[src/rtl/ga_pkg.sv]
// Shared types for the GA crossover datapath: chromosome type, crossover FSM states
// and the crossover-point mask helper.
package ga_pkg;

  localparam int CHROM_W = 8;
  localparam int PT_W    = 3;

  typedef logic signed [CHROM_W-1:0] chrom_t;

  typedef enum logic [1:0] {
    COLLECT_A = 2'd0,
    COLLECT_B = 2'd1,
    CROSS     = 2'd2,
    OUTPUT    = 2'd3
  } xo_state_t;

  typedef struct packed {
    chrom_t c1;
    chrom_t c2;
  } child_pair_t;

  // Low-order mask with p ones: bits below the crossover point come from the other parent.
  function automatic chrom_t xo_mask(input logic [PT_W-1:0] p);
    chrom_t m;
    for (int i = 0; i < CHROM_W; i++) begin
      m[i] = (i < int'(p));
    end
    return m;
  endfunction

endpackage

[src/rtl/align_delay.sv]
// Fixed-depth shift register with asynchronous active-low clear; used to line the
// chromosome pair and its valid bit up with the registered selection verdict.
module align_delay #(
  parameter int DEPTH = 2,
  parameter int WIDTH = 17
) (
  input  logic             clk,
  input  logic             rst_n,
  input  logic [WIDTH-1:0] d_i,
  output logic [WIDTH-1:0] q_o
);

  logic [WIDTH-1:0] stage_q [DEPTH];

  always_ff @(posedge clk or negedge rst_n) begin
    if (!rst_n) begin
      for (int i = 0; i < DEPTH; i++) begin
        stage_q[i] <= '0;
      end
    end else begin
      stage_q[0] <= d_i;
      for (int i = 1; i < DEPTH; i++) begin
        stage_q[i] <= stage_q[i-1];
      end
    end
  end

  assign q_o = stage_q[DEPTH-1];

endmodule

[src/rtl/crossover_unit.sv]
// GA crossover stage: collects two tournament winners, performs single-point crossover
// at an RNG-chosen point and offers the two children on a valid/ready output.
// Optional build macro MUTATION_EN adds a 1-in-4 single-bit mutation in CROSS.
module crossover_unit
  import ga_pkg::*;
#(
  parameter int ALIGN_DLY = 2,
  parameter int CNT_W     = 16
) (
  input  logic               clk,
  input  logic               reset,
  input  logic               in_valid,
  input  logic signed [7:0]  chrom1,
  input  logic signed [7:0]  chrom2,
  input  logic               selected,
  input  logic [7:0]         rnd,
  input  logic               child_ready,
  output logic signed [7:0]  child1,
  output logic signed [7:0]  child2,
  output logic               child_valid,
  output logic               busy,
  output logic [CNT_W-1:0]   pair_count,
  output xo_state_t          dbg_state
);

  localparam int LINE_W = 1 + 2 * CHROM_W;

  // Handshake: a child pair transfers on a rising edge where child_valid and child_ready
  // are both high; once raised, child_valid and the children hold until that transfer.

  logic [LINE_W-1:0] line_d;
  logic [LINE_W-1:0] line_q;
  logic              a_valid;
  chrom_t            a_c1;
  chrom_t            a_c2;
  chrom_t            winner;

  assign line_d = {in_valid, chrom1, chrom2};

  align_delay #(
    .DEPTH (ALIGN_DLY),
    .WIDTH (LINE_W)
  ) u_align (
    .clk   (clk),
    .rst_n (reset),
    .d_i   (line_d),
    .q_o   (line_q)
  );

  assign a_valid = line_q[LINE_W-1];
  assign a_c1    = line_q[2*CHROM_W-1:CHROM_W];
  assign a_c2    = line_q[CHROM_W-1:0];
  assign winner  = selected ? a_c1 : a_c2;

  xo_state_t        state_q;
  chrom_t           parent_a_q;
  chrom_t           parent_b_q;
  chrom_t           child1_q;
  chrom_t           child2_q;
  logic             child_valid_q;
  logic             busy_q;
  logic [CNT_W-1:0] pair_count_q;
  child_pair_t      xo_d;
  chrom_t           mask;

  always_comb begin
    mask    = xo_mask(rnd[PT_W-1:0]);
    xo_d.c1 = (parent_a_q & ~mask) | (parent_b_q & mask);
    xo_d.c2 = (parent_b_q & ~mask) | (parent_a_q & mask);
`ifdef MUTATION_EN
    if (rnd[7:6] == 2'b00) begin
      xo_d.c1[rnd[5:3]] = ~xo_d.c1[rnd[5:3]];
      xo_d.c2[rnd[5:3]] = ~xo_d.c2[rnd[5:3]];
    end
`endif
  end

`ifndef MUTATION_EN
  logic unused_rnd;
  assign unused_rnd = ^rnd[7:3];
`endif

  always_ff @(posedge clk or negedge reset) begin
    if (!reset) begin
      state_q       <= COLLECT_A;
      parent_a_q    <= '0;
      parent_b_q    <= '0;
      child1_q      <= '0;
      child2_q      <= '0;
      child_valid_q <= 1'b0;
      busy_q        <= 1'b0;
      pair_count_q  <= '0;
    end else begin
      case (state_q)
        COLLECT_A: begin
          if (a_valid) begin
            parent_a_q <= winner;
            state_q    <= COLLECT_B;
          end
        end
        COLLECT_B: begin
          if (a_valid) begin
            parent_b_q <= winner;
            busy_q     <= 1'b1;
            state_q    <= CROSS;
          end
        end
        CROSS: begin
          child1_q      <= xo_d.c1;
          child2_q      <= xo_d.c2;
          child_valid_q <= 1'b1;
          state_q       <= OUTPUT;
        end
        OUTPUT: begin
          // Aligned winners arriving here are intentionally discarded.
          if (child_ready) begin
            child_valid_q <= 1'b0;
            busy_q        <= 1'b0;
            pair_count_q  <= pair_count_q + 1'b1;
            state_q       <= COLLECT_A;
          end
        end
        default: begin
          state_q <= COLLECT_A;
        end
      endcase
    end
  end

  assign child1      = child1_q;
  assign child2      = child2_q;
  assign child_valid = child_valid_q;
  assign busy        = busy_q;
  assign pair_count  = pair_count_q;
  assign dbg_state   = state_q;

endmodule

[config.mk]
export PLATFORM = sky130hd
export DESIGN_NAME = crossover_unit
export DESIGN_NICKNAME = d
export VERILOG_FILES = /design/src/rtl/ga_pkg.sv /design/src/rtl/align_delay.sv /design/src/rtl/crossover_unit.sv
export SDC_FILE = /design/constraint.sdc
export NUM_CORES = 1
export LEC_CHECK = 0
export ABC_AREA = 1
export BUFFER_PORTS_ARGS = -buffer_cell sky130_fd_sc_hd__buf_2
export CORE_MARGIN = 2
export CORE_UTILIZATION = 35
export DETAILED_ROUTE_END_ITERATION = 12
export SLEW_MARGIN = 15
export SYNTH_ARGS = -nofsm -noshare
export SYNTH_HDL_FRONTEND = slang
export SYNTH_SLANG_ARGS = --single-unit
[constraint.sdc]
create_clock -name clk -period 1.6 [get_ports clk]
set_input_delay 0.08 -clock clk [delete_from_list [all_inputs] [get_ports clk]]
set_output_delay 0.08 -clock clk [all_outputs]
set_load 0.01 [all_outputs]
**Yosys cells after proc, flatten, opt, wreduce, memory -nomap -nowiden**

Index checks and enable logic that the tools add are counted.

- Add/sub/neg operators: 1
- Order comparisons: 7
- Equality and inequality tests: 6
- Muxes and demuxes: 9
- Bitwise gates (word level): 7
- Reduce and logical (&&, ||, !) cells: 9

Operators by type and width:

| operator | number |
|---|---|
| 8-bit AND | 4 |
| 16-bit by 1-bit adder with 16-bit output, second input constant | 1 |
| 8-bit bitwise OR | 2 |
| 3-bit < comparator, first input constant | 3 |
| 8-bit 2-to-1 mux | 1 |
| 7-bit NOT with 8-bit output | 1 |
| 2-bit case mux with 4 select lines | 1 |
| 2-bit AND reduction | 4 |
| 1-bit by 3-bit < comparator with 1-bit output, first input constant | 2 |
| 2-bit by 3-bit < comparator with 1-bit output, first input constant | 2 |
| 2-bit 2-to-1 mux | 3 |
| 3-bit AND reduction | 2 |
| 2-bit == test, second input constant | 2 |
| 2-bit by 1-bit != test with 1-bit output, second input constant | 2 |
| 1-bit case mux with 2 select lines | 2 |
| 2-bit nonzero test | 2 |
| 2-bit by 1-bit == test with 1-bit output, second input constant | 1 |
| 2-bit zero test | 1 |
| 1-bit 2-to-1 mux | 2 |
| 2-bit != test, second input constant | 1 |

- Register bits after elaboration: 86
- Bits of input ports: 29
- Word-level logic and storage cells: 49

**Logic depth before layout (Yosys ltp)**

Gate-level depths: netlist of the first run.

- Depth after elaboration: 4
- Gate-level depth with buffers: 7
- Mapped depth without buffers: 7

**Modules after synthesis**

From an unflattened synthesis of the first run, not the netlist that was laid out.

- Cell total of the unflattened synthesis: 343
- Area, all modules: 3497.1 um^2

Modules (own cells, without submodules):

| module | times used | cells each | area each (um^2) |
|---|---|---|---|
| crossover_unit | 1 | 292 | 2518.7 |
| align_delay | 1 | 51 | 978.4 |

**Worst setup path before layout of the first run**

Ideal clock, no wire load.

- Path type: flip-flop to flip-flop
- From: register state_q[0], in the netlist dbg_state[0]
- To: register child1_q[3], in the netlist child1[3]
- Library setup time: 0.135 ns
- Arrival time: 1.236 ns
- Data required time: 1.465 ns
- Path slack: 0.229 ns
- Cell stages (with the launch flop): 6
- Buffers on the path: 2
- Period minus slack after synthesis: 1.371 ns
- Path through: dfrtp_1 -> inv_1 -> ha_1 -> clkbuf_1 -> clkbuf_1 -> a31oi_1

- Word-level cells in the longest chain between the ends: 1

Ends and longest elaborated chain:

| item | RTL line | source |
|---|---|---|
| from (decl) | crossover_unit.sv:55 | `xo_state_t state_q;` |
| from (signal assigned) | crossover_unit.sv:85 | `state_q <= COLLECT_A;` |
| from (signal assigned) | crossover_unit.sv:98 | `state_q <= COLLECT_B;` |
| from (signal assigned) | crossover_unit.sv:105 | `state_q <= CROSS;` |
| 2-bit == test | crossover_unit.sv:94 | `case (state_q)` |
| to (signal assigned) | crossover_unit.sv:109 | `child1_q <= xo_d.c1;` |
| to (decl) | crossover_unit.sv:58 | `chrom_t child1_q;` |

No other way between the ends.
A chain may end at the register's enable or synchronous reset.

**Final worst setup path of the first run**

- From: register state_q[0], in the netlist dbg_state[0]
- To: register pair_count_q[13], in the netlist pair_count[13]

- Word-level cells in the longest chain between the ends: 2

Ends and longest elaborated chain:

| item | RTL line | source |
|---|---|---|
| 2-bit == test | crossover_unit.sv:94 |  |
| 2-bit AND reduction (no source line) | - |  |
| to (signal assigned) | crossover_unit.sv:119 | `pair_count_q <= pair_count_q + 1'b1;` |
| to (decl) | crossover_unit.sv:62 | `logic [CNT_W-1:0] pair_count_q;` |

No other way between the ends.

==> impl_metrics.yaml, run 1 <==
power:
  power_density_mw_per_mm2: 1518
  finalPower_mw: 6.373
  p_leak_nw: 2.097
  vdd_drop_max_mv: 0.5078
sta:
  hold_ws_ps: 62.65
  finalHoldViolations: 0
  drv_slew: 0
  period_needed_ps: 1407
  rsz0062_at_grt: "no"
  setup_ws_ps: 193.4
  relSlewSlack_pct: 68.67
  worst_pin_slew_ps: 469.9
  fin_crit_sh_pct: 87.91
  skew_ps: 11.73
  fin_setup_tns_ps: 0
  fmax_mhz: 710.9
  setup_viol: 0
logic_synthesis:
  synth_area_per_cell_um2: 10.53
  synth.area.top_cells: "dfrtp_1 64%, nand2_1 12%, nor2_1 2.9%"
  async_flop_share_pct: 100.0
  synth_most_common_cell: "nand2_1"
  yosysTopAreaCellShare_pct: 64.49
  seq_area_frac_synth_pct: 64.49
  syn_area_mm2: 0.003337
  synth_warnings: 0
  synth_edf_count: 0
  postSynthCellCount: 317
  synthTopCellsByCount: "105 x nand2_1, 86 x dfrtp_1, 26 x nor2_1, 24 x inv_1, 14 x a31oi_1"
  synth-seq-cells: 86
  ys_types: 27
  syn_nets: 352
  ys.flop_type: "dfrtp_1"
  yosys.area.top_type: "dfrtp_1"
run_status:
  status: "finished clean"
critical_path:
  crit_arrival_ps: 1650
  critPathRequiredTime_ps: 1840
  cp-end-kind: "register"
  worstSetupStartpointType: "register"
  worstPathCellList: "ha_2 -> nand2_2 -> nor2_4 -> nand3_2 -> o21ai_1 -> nand2_1"
  cp_slowest_cell: "dfrtp_1"
  cp_max_fo: 6
  crit_type: "reg2reg"
  cpPeakStageDelay_ps: 390
clock_tree:
  tritoncts: "done"
  post_cts_buffers: 0
  cts-root-buf: "clkbuf_8"
  clock_path_buffers: 2
  htreeDepth: 3
  clk_pin_slew_ps: 80
  cts-buffers-inserted: 9
  clkSinkCount: 86
  clk_latency_ps: 350
global_routing:
  grt_pass1_vias: 2231
  grt_use_total_pct: 13.08
  antenna_found_initial: 0
  grt_max_degree: 37
  grt_pass1_wl_um: 10300
  overflow: 0
floorplan:
  start_util_pct: 36.11
  die_h_um: 101.6
  rows: 35
  die_w_um: 101.6
  io_pins: 65
  die-area_mm2: 0.01033
  core-area_mm2: 0.009240
placement:
  portBuffers: 59
  place_ws_ps: 104.0
  gp_congestion: 0.7894
  place_hpwl_um: 4252
min_path:
  hold_class: "in2reg"
drt:
  wl_per_cell_um: 11.32
  via_count: 2312
  final_antenna_net_count: 0
  drc: 0
  routed_via_density: 4.297
  routed_wirelength_um: 6088
  drt_iter0_drc: 62
  drt_first_pass_iters: 4
finish:
  final_net_count: 440
  synthToLayoutAreaGrowth_pct: 25.83
  drive_gt1_share_pct: 22.25
  fillerInstances: 884
  final_core_util_pct: 45.44
  n_antenna_cell: 0
flow_run:
  maxCapViolCount: 0
-- metrics by stage --
step	area, um2	instances
floorplan	3337	317
global placement	3849	505
detailed placement	3849	505
CTS	4197	538
global route	4199	538
finish	4199	538
-- timing repair --
action / in CTS / in global routing
hold endpoints to repair: 51 / 0
hold buffers: 18 / 0
endpoints found under the setup margin: 0 / 2
gates resized for setup: 0 / 1
-- area by class of cell --
type                       instances  area, um2  area share [%]
sequential                        86       2152           51.25
inverter                          25      93.84           2.235
timing repair buffer              82      553.0           13.17
multi-input combinational        201       1071           25.51
tap                              129      161.4           3.844
clock buffer                      14      162.7           3.874
clock inverter                     1      5.005          0.1192
-- kinds of logic after synthesis --
group / Yosys count / share of synthesized area, %
compound gates: 24 / 4.199
xor+xnor: 11 / 2.887
fa+ha+maj: 6 / 2.250
buf+inv: 30 / 3.487
flops: 86 / 64.49
mux: 10 / 3.375
simple gates: 150 / 19.31
-- registers in the layout, indices dropped and copies added, names as in the netlist --
name	count
dbg_state	2
u_align.stage_q	17
child1	8
child_valid	1
child2	8
parent_b_q	8
parent_a_q	8
pair_count	16
busy	1
u_align.q_o	17
-- critical path: cells and delay by family, from the launching register on --
family	cells	cell delay (ps)
AO/OA/AOI/OAI	1	130
AND/OR/NAND/NOR	4	500
flip-flops	1	390
adder cells (fa/ha/maj)	1	260
-- path summary, 6_finish.rpt --
| path | startpoint | end | slack, ps | cells after the start |
|---|---|---|---|---|
| max reg2reg | dbg_state[0] | pair_count[13] | 190 | 6 |
| min reg2reg | u_align.stage_q[22] | u_align.q_o[5] | 350 | 0 |
| min in group asynchronous | reset | u_align.stage_q[29] | 250 | 2 |
| max | dbg_state[0] | pair_count[13] | 190 | 6 |
| min | rnd[0] | child1[6] | 60 | 3 |
| max in group asynchronous | reset | u_align.q_o[0] | 850 | 3 |
-- power by group --
group / internal (mW) / total, mW / switching, mW
Combinational: 0.841 / 1.91 / 1.07
Sequential: 2.74 / 3.14 / 0.396
Clock: 0.641 / 1.33 / 0.686
-- routing by layer --
metal | GRT usage, % | part of all wire, % | up-vias
met2 | 19.38 | 47 | 41
met4 | 6.861 | 2.4 | 0
met3 | 3.451 | 4.1 | 10
li1 | - | - | 1173
met1 | 17.66 | 46 | 1088
met5 | 0 | 0 | -
-- cells in the final DEF, fill, tap and decap left out, types with 4 or more instances in the layout --
cell / netlist / routed
a21oi_1: 4 / 4
a31oi_1: 14 / 14
buf_2: 3 / 58
clkbuf_8: 0 / 11
dfrtp_1: 86 / 86
dlygate4sd3_1: 0 / 18
ha_1: 6 / 5
inv_1: 24 / 24
mux2_1: 8 / 8
nand2_1: 105 / 105
nand4_1: 5 / 5
nor2_1: 26 / 26
xnor2_1: 7 / 7
xor2_1: 4 / 4
Power figures use the tool's default switching activity.
==> run 2, diff against run 1 <==
--- a/config.mk
+++ b/config.mk
@@ -9,6 +9,7 @@
 export BUFFER_PORTS_ARGS = -buffer_cell sky130_fd_sc_hd__buf_2
 export CORE_MARGIN = 2
 export CORE_UTILIZATION = 35
+export CTS_BUF_LIST = sky130_fd_sc_hd__clkbuf_4 sky130_fd_sc_hd__clkbuf_8 sky130_fd_sc_hd__clkbuf_16
 export DETAILED_ROUTE_END_ITERATION = 12
 export SLEW_MARGIN = 15
 export SYNTH_ARGS = -nofsm -noshare
==> impl_metrics.yaml, run 2 (synthesized netlist as in run 1, its figures left out) <==
sta:
  rsz0062_at_grt: "no"
  relSlewSlack_pct: 68.53
  setup_viol: 0
  fmax_mhz: 709.3
  period_needed_ps: 1410
  fin_setup_tns_ps: 0
  drv_slew: 0
  skew_ps: 12.02
  worst_pin_slew_ps: 472.0
  finalHoldViolations: 0
  fin_crit_sh_pct: 88.11
global_routing:
  antenna_found_initial: 0
  overflow: 0
  grt_pass1_wl_um: 10300
  grt_pass1_vias: 2231
  grt_use_total_pct: 13.08
  grt_max_degree: 37
placement:
  place_hpwl_um: 4252
  portBuffers: 59
  postPlaceCellArea_mm2: 0.003849
  gp_congestion: 0.7894
run_status:
  status: "finished clean"
finish:
  final_net_count: 440
  n_antenna_cell: 0
  synthToLayoutAreaGrowth_pct: 26.17
  layout_commonest_cell: "nand2_1"
  layout_common_cells: "105 x nand2_1, 86 x dfrtp_1, 58 x buf_2, 26 x nor2_1, 24 x inv_1"
  fin_area_mm2: 0.004210
  drive_gt1_share_pct: 22.98
  fillerInstances: 880
critical_path:
  r2r_end: "pair_count[13]"
  cp-end-kind: "register"
  cp_slowest_cell: "dfrtp_1"
  critPathRequiredTime_ps: 1840
  cp_max_fo: 6
  worstPathCellList: "ha_2 -> nand2_2 -> nor2_4 -> nand3_2 -> o21ai_1 -> nand2_1"
  crit_type: "reg2reg"
  reg2reg_from: "dbg_state[0]"
  worstSetupStartpointType: "register"
  reg2reg_slack_ps: 190
  cpPeakStageDelay_ps: 390
  crit_arrival_ps: 1650
  r2r_cells: 6
flow_run:
  maxCapViolCount: 0
min_path:
  hold_class: "in2reg"
  min_path_cells: 3
  whs_endpoint: "child1[6]"
  hold_start: "rnd[0]"
clock_tree:
  htreeDepth: 3
  clock_path_buffers: 2
  clkSinkCount: 86
  tritoncts: "done"
  cts-buffers-inserted: 9
  clk_latency_ps: 350
  cts-root-buf: "clkbuf_8"
  post_cts_buffers: 0
  clk_pin_slew_ps: 80
floorplan:
  start_util_pct: 36.11
  die-area_mm2: 0.01033
  io_pins: 65
  rows: 35
  core-area_mm2: 0.009240
  die_w_um: 101.6
  die_h_um: 101.6
drt:
  via_count: 2295
  drc: 0
  drt_first_pass_iters: 4
  drt_iter0_drc: 66
  routed_wirelength_um: 6088
  wl_per_cell_um: 11.32
  routed_via_density: 4.266
  final_antenna_net_count: 0
power:
  vdd_drop_max_mv: 0.5090
  power_density_mw_per_mm2: 1527
  p_leak_nw: 2.107
## run 2: how the worst max path moves through the flow
stage                            start              to  depth (start not counted)
final                     dbg_state[0]  pair_count[13]                          6
after global routing      dbg_state[1]  pair_count[13]                          6
after floorplan           dbg_state[0]       child1[3]                          5
after global placement    dbg_state[0]  pair_count[13]                          6
after CTS                 dbg_state[1]  pair_count[13]                          6
after detailed placement  dbg_state[1]  pair_count[13]                          6
## run 2: where the power goes
part	total, mW	internal, mW	leakage [nW]	switching [mW]
Combinational	1.91	0.841	0.988	1.07
Sequential	3.14	2.74	1.02	0.396
Clock	1.38	0.691	0.0968	0.686
## run 2: timing repair
action | CTS | global route
endpoints found under the setup margin | 0 | 2
hold buffers | 18 | 0
resized for setup | 0 | 1
hold endpoints to repair | 51 | 0
## run 2: critical path, delay by kind of cell (launching register included)
kind                       cells  cell delay [ps]
and+or+nand+nor                4              500
adders and majority gates      1              260
AOI/OAI and AO/OA              1              130
DFF                            1              390
## run 2: through the flow
| step | util, % | hold slack [ps] | power [mW] | setup slack, ps | std cells |
|---|---|---|---|---|---|
| floorplan | - | -215.6 | 4.323 | 229.4 | 317 |
| detailed placement | 41.65 | 67.84 | 5.073 | 104.0 | 505 |
| CTS | 45.54 | 31.71 | 6.516 | 91.31 | 538 |
| global placement | 41.65 | 70.15 | 5.020 | 147.2 | 505 |
| global route | 45.57 | 56.67 | 6.930 | 24.70 | 538 |
| finish | 45.57 | 63.67 | 6.428 | 190.2 | 538 |
## run 2: metal layers
layer / up-vias / routed length [um] / track usage [%]
met4: 0 / 147 / 6.861
li1: 1178 / - / -
met3: 10 / 248 / 3.451
met2: 37 / 2832 / 19.38
met5: - / 0 / 0
met1: 1070 / 2859 / 17.66
## run 2: final cells by class
type                            instances  area [um2]  area share (%)
Clock inverter                          1       5.005          0.1189
Multi-Input combinational cell        201        1071           25.44
Inverter                               25       93.84           2.229
Sequential cell                        86        2152           51.11
Clock buffer                           14       173.9           4.131
Tap cell                              129       161.4           3.834
Timing Repair Buffer                   82       553.0           13.14
==> run 3, diff against run 2 <==
--- a/config.mk
+++ b/config.mk
@@ -6,11 +6,12 @@
 export NUM_CORES = 1
 export LEC_CHECK = 0
 export ABC_AREA = 1
-export BUFFER_PORTS_ARGS = -buffer_cell sky130_fd_sc_hd__buf_2
 export CORE_MARGIN = 2
 export CORE_UTILIZATION = 35
 export CTS_BUF_LIST = sky130_fd_sc_hd__clkbuf_4 sky130_fd_sc_hd__clkbuf_8 sky130_fd_sc_hd__clkbuf_16
+export CTS_CLUSTER_DIAMETER = 80
 export DETAILED_ROUTE_END_ITERATION = 12
+export DONT_BUFFER_PORTS = 1
 export SLEW_MARGIN = 15
 export SYNTH_ARGS = -nofsm -noshare
 export SYNTH_HDL_FRONTEND = slang
==> impl_metrics.yaml, run 3 (synthesized netlist as in run 1, its figures left out) <==
critical_path:
  cp_max_fo: 5
  critical_path_buf_inv_count: 0
  cpPeakStageDelay_ps: 410
  worstSetupStartpointType: "register"
  crit_top_cell: "nand2_2"
  crit_arrival_ps: 1680
  critPathRequiredTime_ps: 1850
  worstPathCellList: "ha_2 -> nand2_2 -> nor2_4 -> nand2_2 -> nor2_2 -> xor2_1"
  cp-end-kind: "register"
  crit_type: "reg2reg"
  cp_slowest_cell: "dfrtp_1"
  crit_family: "simple AND/OR/NAND/NOR gates"
clock_tree:
  cts-buffers-inserted: 9
  tritoncts: "done"
  htreeDepth: 3
  cts_hold_buf: 22
  cts-root-buf: "clkbuf_8"
  clock_path_buffers: 2
  clkSinkCount: 86
  clk_latency_ps: 340
  clk_pin_slew_ps: 90
global_routing:
  overflow: 0
  grt_use_total_pct: 12.74
  grt_pass1_wl_um: 10180
  antenna_found_initial: 0
  grt_pass1_vias: 2117
  grt_max_degree: 87
drt:
  via_count: 2108
  final_antenna_net_count: 0
  drc: 0
  routed_wirelength_um: 6102
  routed_via_density: 4.320
  wl_per_cell_um: 12.50
  drt_iter0_drc: 104
  drt_first_pass_iters: 4
power:
  p_int_mw: 4.229
  pwr-share-clk_pct: 24.0
  pwr-share-comb_pct: 24.0
  p_sw_mw: 2.108
  seqPwrFrac_pct: 52.0
  finalPower_mw: 6.337
  p_leak_nw: 1.895
  power_density_mw_per_mm2: 1591
  vdd_drop_max_mv: 0.6343
  p_sw_share_pct: 33.27
sta:
  setup_ws_ps: 169.9
  fin_crit_sh_pct: 89.38
  rsz0062_at_grt: "no"
  period_needed_ps: 1430
  skew_ps: 12.13
  worst_pin_slew_ps: 282.5
  relSlewSlack_pct: 81.15
  setup_viol: 0
  fin_setup_tns_ps: 0
  hold_ws_ps: -581.6
  fmax_mhz: 699.3
  finalHoldViolations: 86
  drv_slew: 0
floorplan:
  core-area_mm2: 0.009240
  io_pins: 65
  die_h_um: 101.6
  die_w_um: 101.6
  rows: 35
  start_util_pct: 36.11
  die-area_mm2: 0.01033
finish:
  fin_area_mm2: 0.003983
  synthToLayoutAreaGrowth_pct: 19.35
  fillerInstances: 854
  final_core_util_pct: 43.10
  layout_commonest_cell: "nand2_1"
  layout_common_cells: "105 x nand2_1, 86 x dfrtp_1, 26 x nor2_1, 24 x inv_1, 22 x dlygate4sd3_1"
  final_net_count: 389
  drive_gt1_share_pct: 11.14
  fin_cells: 488
  n_antenna_cell: 0
flow_run:
  maxCapViolCount: 0
placement:
  place_inst: 449
  gp_congestion: 0.6995
  portBuffers: 0
  place_ws_ps: 159.3
  place_hpwl_um: 4058
  postPlaceCellArea_mm2: 0.003548
min_path:
  hold_class: "in2async"
run_status:
  status: "finished with violations"
  violations: "hold timing"
-- run 3: worst paths after layout --
kind	cells past startpoint	to	slack, ps	from
setup / recovery	6	pair_count[9]	170	dbg_state[0]
max in group asynchronous	0	child1[0]	2030	reset
hold reg to reg	0	u_align.q_o[8]	350	u_align.stage_q[25]
setup reg to reg	6	pair_count[9]	170	dbg_state[0]
hold / removal	0	parent_a_q[3]	-580	reset
min in group clk	3	parent_b_q[6]	10	selected
-- run 3: per-layer routing --
layer | global-route usage, % | up-vias | share of wire (%)
li1 | - | 1077 | -
met1 | 17.11 | 994 | 47
met2 | 19.94 | 33 | 48
met3 | 3.796 | 4 | 4.2
met4 | 4.054 | 0 | 1.0
met5 | 0 | - | 0
-- run 3: power by group through the flow --
stage	combinational [mW]	clock, mW	sequential [mW]
detailed placement	1.46	0	3.36
floorplan	1.07	0	3.26
finish	1.52	1.52	3.30
global placement	1.44	0	3.33
CTS	1.53	1.57	3.31
global route	1.77	1.67	3.38
-- run 3: repair_timing --
item | CTS | global route
resized for setup | 0 | 1
buffers inserted | 0 | 1
endpoints found under the hold margin | 121 | 86
setup endpoints to repair | 0 | 2
-- run 3: layout make-up --
class / count / area [um2] / share of cell area (%)
inverter: 25 / 93.84 / 2.356
clock buffer: 11 / 145.1 / 3.644
tap: 129 / 161.4 / 4.053
sequential: 86 / 2152 / 54.04
timing repair buffer: 31 / 300.3 / 7.540
clock inverter: 5 / 58.81 / 1.477
multi-input combinational: 201 / 1071 / 26.89
